## src/rtl/conv_mac_pipe.sv

```systemverilog
// Pipelined signed multiply-accumulate over first/last-delimited windows.
// Define CONV_MAC_SAT_EN to clamp the accumulator and report ovf instead of wrapping.
module conv_mac_pipe #(
  parameter logic [31:0] ID         = 32'd1,
  parameter int          NUM_STAGE  = 3,
  parameter int          din0_WIDTH = 16,
  parameter int          din1_WIDTH = 8,
  parameter int          dout_WIDTH = 32
) (
  input  logic                         clk,
  input  logic                         reset,
  input  logic                         ce,
  input  logic                         in_valid,
  input  logic signed [din0_WIDTH-1:0] din0,
  input  logic signed [din1_WIDTH-1:0] din1,
  input  logic                         first,
  input  logic                         last,
  output logic signed [dout_WIDTH-1:0] dout,
  output logic                         out_valid,
  output logic                         ovf
);

  localparam int MS = NUM_STAGE - 1;
  localparam int PW = din0_WIDTH + din1_WIDTH;
  localparam int W  = dout_WIDTH;

  // ID is informational only and never changes the hardware.
  if (ID == 32'd0) begin : g_id_zero
  end

  logic signed [PW-1:0] prod_full;
  logic signed [W-1:0]  prod_ext;
  logic signed [W-1:0]  prod_q [MS];
  logic [MS-1:0]        vld_q;
  logic [MS-1:0]        first_q;
  logic [MS-1:0]        last_q;

  always_comb begin
    prod_full          = din0 * din1;
    prod_ext           = {W{prod_full[PW-1]}};
    prod_ext[PW-1:0]   = prod_full;
  end

  // Sideband is masked by in_valid so a bubble can never open or close a window.
  always_ff @(posedge clk or posedge reset) begin
    if (reset) begin
      vld_q   <= '0;
      first_q <= '0;
      last_q  <= '0;
      for (int i = 0; i < MS; i++) prod_q[i] <= '0;
    end else if (ce) begin
      vld_q[0]   <= in_valid;
      first_q[0] <= in_valid & first;
      last_q[0]  <= in_valid & last;
      prod_q[0]  <= prod_ext;
      for (int i = 1; i < MS; i++) begin
        vld_q[i]   <= vld_q[i-1];
        first_q[i] <= first_q[i-1];
        last_q[i]  <= last_q[i-1];
        prod_q[i]  <= prod_q[i-1];
      end
    end
  end

  logic signed [W-1:0] acc;
  logic signed [W-1:0] p;
  logic signed [W-1:0] sum;
  logic [W:0]          add_full;
  logic                win_open;
  logic                win_ovf;
  logic                start;
  logic                clamp;

  always_comb begin
    p        = prod_q[MS-1];
    start    = first_q[MS-1] | ~win_open;
    add_full = {acc[W-1], acc} + {p[W-1], p};
    sum      = add_full[W-1:0];
    clamp    = 1'b0;
`ifdef CONV_MAC_SAT_EN
    if (add_full[W] != add_full[W-1]) begin
      clamp = 1'b1;
      sum   = add_full[W] ? {1'b1, {(W-1){1'b0}}} : {1'b0, {(W-1){1'b1}}};
    end
`endif
    // A single product always fits, so a window start never clamps.
    if (start) begin
      sum   = p;
      clamp = 1'b0;
    end
  end

  always_ff @(posedge clk or posedge reset) begin
    if (reset) begin
      acc       <= '0;
      win_open  <= 1'b0;
      win_ovf   <= 1'b0;
      dout      <= '0;
      out_valid <= 1'b0;
      ovf       <= 1'b0;
    end else if (ce) begin
      out_valid <= 1'b0;
      if (vld_q[MS-1]) begin
        acc      <= sum;
        win_open <= ~last_q[MS-1];
        win_ovf  <= (win_ovf & ~start) | clamp;
        if (last_q[MS-1]) begin
          dout      <= sum;
          out_valid <= 1'b1;
          ovf       <= (win_ovf & ~start) | clamp;
        end
      end
    end
  end

endmodule
```

## config.mk

```make
export PLATFORM = sky130hd
export DESIGN_NAME = conv_mac_pipe
export DESIGN_NICKNAME = d
export VERILOG_FILES = /design/src/rtl/conv_mac_pipe.sv
export SDC_FILE = /design/constraint.sdc
export NUM_CORES = 1
export LEC_CHECK = 0
export ABC_AREA = 1
export ABC_CLOCK_PERIOD_IN_PS = 8039
export CAP_MARGIN = 20
export CORE_MARGIN = 3
export CORE_UTILIZATION = 51
export DETAILED_ROUTE_END_ITERATION = 7
export PLACE_DENSITY = 0.81
export SYNTH_ARGS = -nofsm -noshare
export SYNTH_HDL_FRONTEND = slang
export SYNTH_SLANG_ARGS = --single-unit
```

## constraint.sdc

```tcl
create_clock -name clk -period 8.04 [get_ports clk]
set_input_delay 1.608 -clock clk [delete_from_list [all_inputs] [get_ports clk]]
set_output_delay 1.608 -clock clk [all_outputs]
set_load 0.005 [all_outputs]
```

* Word level (Yosys, flattened, before mapping)
Index checks and enable logic that the tools add are counted.
** Storage, ports and cells
- Flip-flop bits (word level) :: 122
- Latch bits :: 0
- Bits in writable memories :: 0
- ROM bits :: 0
- Input port bits :: 30
- Memories :: 0
** Cells by class
- Add/subtract/negate cells :: 1
- Multiply operators :: 1
- Divide/modulo/power cells :: 0
- $lt $le $gt $ge :: 0
- Equal/unequal tests :: 0
- Shifts and indexed selects :: 0
- Muxes and demuxes :: 3
- Bitwise operators :: 7
- Reduce and logical (&&, ||, !) cells :: 2
** Operator list (number)
- $add A32 B24 Y32 :: 1
- $mux W32 :: 1
- $mul A16 B8 Y24 :: 1
- $and A1 B1 Y1 :: 3
- $not A1 Y1 :: 3
- $reduce_and A3 Y1 :: 1
- $mux W1 :: 2
- $reduce_and A2 Y1 :: 1
- $or A1 B1 Y1 :: 1

* Longest topological paths before layout
- Depth in word-level cells :: 4
- Gate-level depth with buffers :: 23
- Mapped depth without buffers :: 21

* Least setup slack after synthesis
Ideal clock, no wire load.
- Kind :: input to register
- From :: input port din1[6]
- To :: register prod_q[50] (netlist name)
- Data arrival time :: 5.662 ns
- Data required time :: 7.922 ns
- Slack :: 2.260 ns
- Stages :: 18
- Cells stage by stage :: clkbuf_1 -> clkbuf_1 -> nand2_1 -> fa_1 -> fa_1 -> inv_1 -> fa_1 -> inv_1 -> fa_1 -> inv_1 -> ha_1 -> a21oi_1 -> nand2_1 -> a21boi_2 -> o21ai_0 -> or2_2 -> nand3_1 -> nand2_1
** Between the ends
- Longest elaborated chain between the ends :: 1
** RTL lines
- start, declared :: line 15 : input logic signed [din1_WIDTH-1:0] din1,
- $mul A16 B8 Y24 :: line 39 : prod_full = din0 * din1;
- end signal, assigned by index :: line 60 : prod_q[i] <= prod_q[i-1];
- end, declared :: line 33 : logic signed [W-1:0] prod_q [MS];
No other way between the ends.
A chain may end at the register's enable or synchronous reset.

* Final worst setup path
- From :: input port din1[2]
- To :: register, netlist name prod_q[55]
** Between the ends
- Longest elaborated chain between the ends :: 1
** RTL lines (line)
- $mul A16 B8 Y24 :: 39
No other way between the ends.

==> results_dict.tcl <==
set metrics [dict create \
    status "finished, final reports clean" \
    synthArstFlopShare_pct 100.0 \
    synth-edff-count 0 \
    finalWirelength_um 28860 \
    fin_crit_sh_pct 76.81 \
    cts_max_path_buffers 2 \
    ant_nets 0 \
    area_growth_pct 11.66 \
    overflow 0 \
    yosysSeqAreaShare_pct 25.38 \
    critical_path.slowest_cell "clkdlybuf4s50_1" \
    port_buffers 63 \
    drc 0 \
    grt_usage_pct 23.70 \
    cts_tree "built" \
    num_vias 10519 \
    clkLatencyLatePin_ns 0.43 \
    cp_common_cell "fa_1" \
    diodes 0 \
    clk_pin_slew_ns 0.06 \
    cts_hold_buf 0 \
    slew-limit-headroom_pct 38.32 \
    core_sq_um 22920 \
    fin_tns_setup_ns 0 \
    syn_avg_cell_area_sq_um 6.936 \
    critPathCaptureType "flop" \
    die_area_sq_um 25460 \
    dp_hpwl_um 22710 \
    cts_root_buffer "clkbuf_16" \
    cts_resized 0 \
    max_cap_violations 0 \
    slowest_delay_ns 0.92 \
    syn_area_sq_um 12030 \
    cts_setup_buffers 0 \
    arrival_ns 6.49 \
    hold_viol_final 0 \
    tightest_slew_ns 0.9242 \
    post-place-cells 2056 \
    dr.pass1.iters 5 \
    worstPathCellList "clkdlybuf4s50_1 > nand2_1 > fa_1 > inv_1 > fa_1 > inv_1 > fa_1 > inv_1 > fa_1 > ha_1 > a21oi_1 > o21ai_0 > a21oi_1 > nand3_1 > or2_1 > nand3_1 > nand2_1" \
    final_layout_size_suffix_gt1_share_pct 3.831 \
    ys_types 40 \
    worstPathRequired_ns 8.35 \
    die_h_um 159.6 \
    clock_sinks 122 \
    gp_congestion 0.9487 \
    wl_per_cell_um 13.82 \
    critPathKind "input port to flop" \
    finalNetCount 1972 \
    powerDensity_nw_per_um2 374.3 \
    critPathBufInv 4 \
    hold_path.class "flop to flop" \
    antenna_found_initial 0 \
    drv_slew 0 \
    fmax_mhz 161.9 \
    ir_worst_vdd_mv 0.2232 \
    setup_viol 0 \
    min_period_ns 6.176 \
    vias_per_cell 5.038 \
    ys_ff_latch 122 \
    critical_path.top_delay_family "adder cells" \
    grt_pass1_vias 10796 \
    drt_iter0_markers 803 \
    grt_pass1_wl_um 50220 \
    critPathLaunchType "input port" \
    io_pins 64 \
    final.setup.worst_slack_ns 1.864 \
    ctsHtreeMaxLevel 4 \
    dp_slack_ns 1.404 \
    initial_utilization_pct 52.48 \
    rsz0062_at_grt "no" \
    die_w_um 159.6 \
    worstPathMaxFanout 16 \
    grt_max_degree 70 \
    rows 55 \
    syn_nets 1944 \
    numCtsBuffers 17 \
    synth_flop_cell "dfrtp_1" \
    yosys_warnings 0 \
    stdcell_count 2088 \
    power_leakage_nw 7.862 \
    fin_skew_ns 0.01115 \
    syn_inst 1734 \
]
-- power by group --
group          switching (W)  internal [W]
registers           0.000158      0.000873
logic                0.00201       0.00123
clock network       0.000318      0.000437
total                0.00249       0.00254
-- routing by layer --
layer  global-route usage, %  wire length [um]  up-vias
li1                        -                 -     5214
met1                   30.62             12610     4963
met2                   41.97             14170      287
met3                   2.888              1538       55
met4                   6.685               537        0
met5                       0                 0        -
-- area by class of cell --
type	count	area [sq um]
clock buffer	17	425.4
clock inverter	15	155.1
fill	2127	9487
inverter	371	1395
multi-input combinational	1182	7346
sequential	122	3053
tap	313	391.6
timing repair buffer	68	663.1
-- state kept, by name, summed over array words and instances, names as in the netlist --
signal     cells
first_q        2
last_q         2
vld_q          2
out_valid      1
prod_q        24
ovf            1
acc           32
win_open       1
win_ovf        1
p             24
dout          32
-- Yosys cell counts (12+ instances only) --
cell	number	area share, %
a21oi_1	42	1.7
clkbuf_1	50	1.6
dfrtp_1	122	25
fa_1	104	17
ha_1	76	7.9
inv_1	368	11
nand2_1	638	20
nand3_1	66	2.7
nor2_1	78	2.4
o21ai_0	73	3.0
o21ai_1	16	0.67
xnor2_1	12	0.87
-- worst min-delay path, delay by kind of cell (launching register included) --
family / cells / cell delay [ns]
and+or+nand+nor: 2 / 0.10
DFF: 1 / 0.34
-- kinds of logic after synthesis --
| family | Yosys count | share of synthesized area, % |
|---|---|---|
| AO/OA/AOI/OAI | 147 | 6.523 |
| AND/OR/NAND/NOR | 838 | 28.10 |
| buffers and inverters | 430 | 13.54 |
| flip-flops | 122 | 25.38 |
| XOR/XNOR | 17 | 1.238 |
| adder cells (fa/ha/maj) | 180 | 25.22 |
-- cell usage in the layout (no fill, tap or decap), drive strengths merged --
| cell type | netlist | layout |
|---|---|---|
| a21boi | 3 | 3 |
| a21o | 2 | 2 |
| a21oi | 44 | 44 |
| a31oi | 2 | 2 |
| and2 | 1 | 1 |
| and3 | 1 | 1 |
| buf | 9 | 6 |
| bufinv | 0 | 1 |
| clkbuf | 50 | 17 |
| clkdlybuf4s50 | 0 | 62 |
| clkinv | 1 | 3 |
| clkinvlp | 0 | 2 |
| dfrtp | 122 | 122 |
| fa | 104 | 104 |
| ha | 76 | 76 |
| inv | 370 | 380 |
| nand2 | 647 | 647 |
| nand3 | 67 | 67 |
| nand3b | 9 | 9 |
| nand4 | 9 | 9 |
| nor2 | 83 | 83 |
| nor3 | 7 | 7 |
| nor4 | 1 | 1 |
| o21ai | 91 | 91 |
| o21bai | 4 | 4 |
| o22ai | 1 | 1 |
| or2 | 13 | 13 |
| xnor2 | 12 | 12 |
| xor2 | 5 | 5 |
-- worst paths after layout --
path | start | end | slack [ns] | depth (start not counted)
worst min-delay path | dout[30] | dout[30] | 0.47 | 2
worst max register to register | acc[0] | acc[20] | 5.67 | 15
min in group asynchronous | reset | last_q[0] | 1.62 | 2
max in group asynchronous | reset | dout[23] | 5.10 | 3
worst max-delay path | din1[2] | prod_q[55] | 1.86 | 17
worst min register to register | dout[30] | dout[30] | 0.47 | 2
-- metrics by stage --
step / hold slack [ns] / utilization, % / total power, W / area, sq um
after floorplan: 0.4422 / - / 0.003360 / 12030
after global placement: 0.4588 / 56.07 / 0.004184 / 12850
after detailed placement: 0.4611 / 56.07 / 0.004248 / 12850
after CTS: 0.4759 / 58.60 / 0.005035 / 13430
after global routing: 0.4981 / 58.60 / 0.005565 / 13430
final: 0.4747 / 58.60 / 0.005026 / 13430
Power figures use the tool's default switching activity.
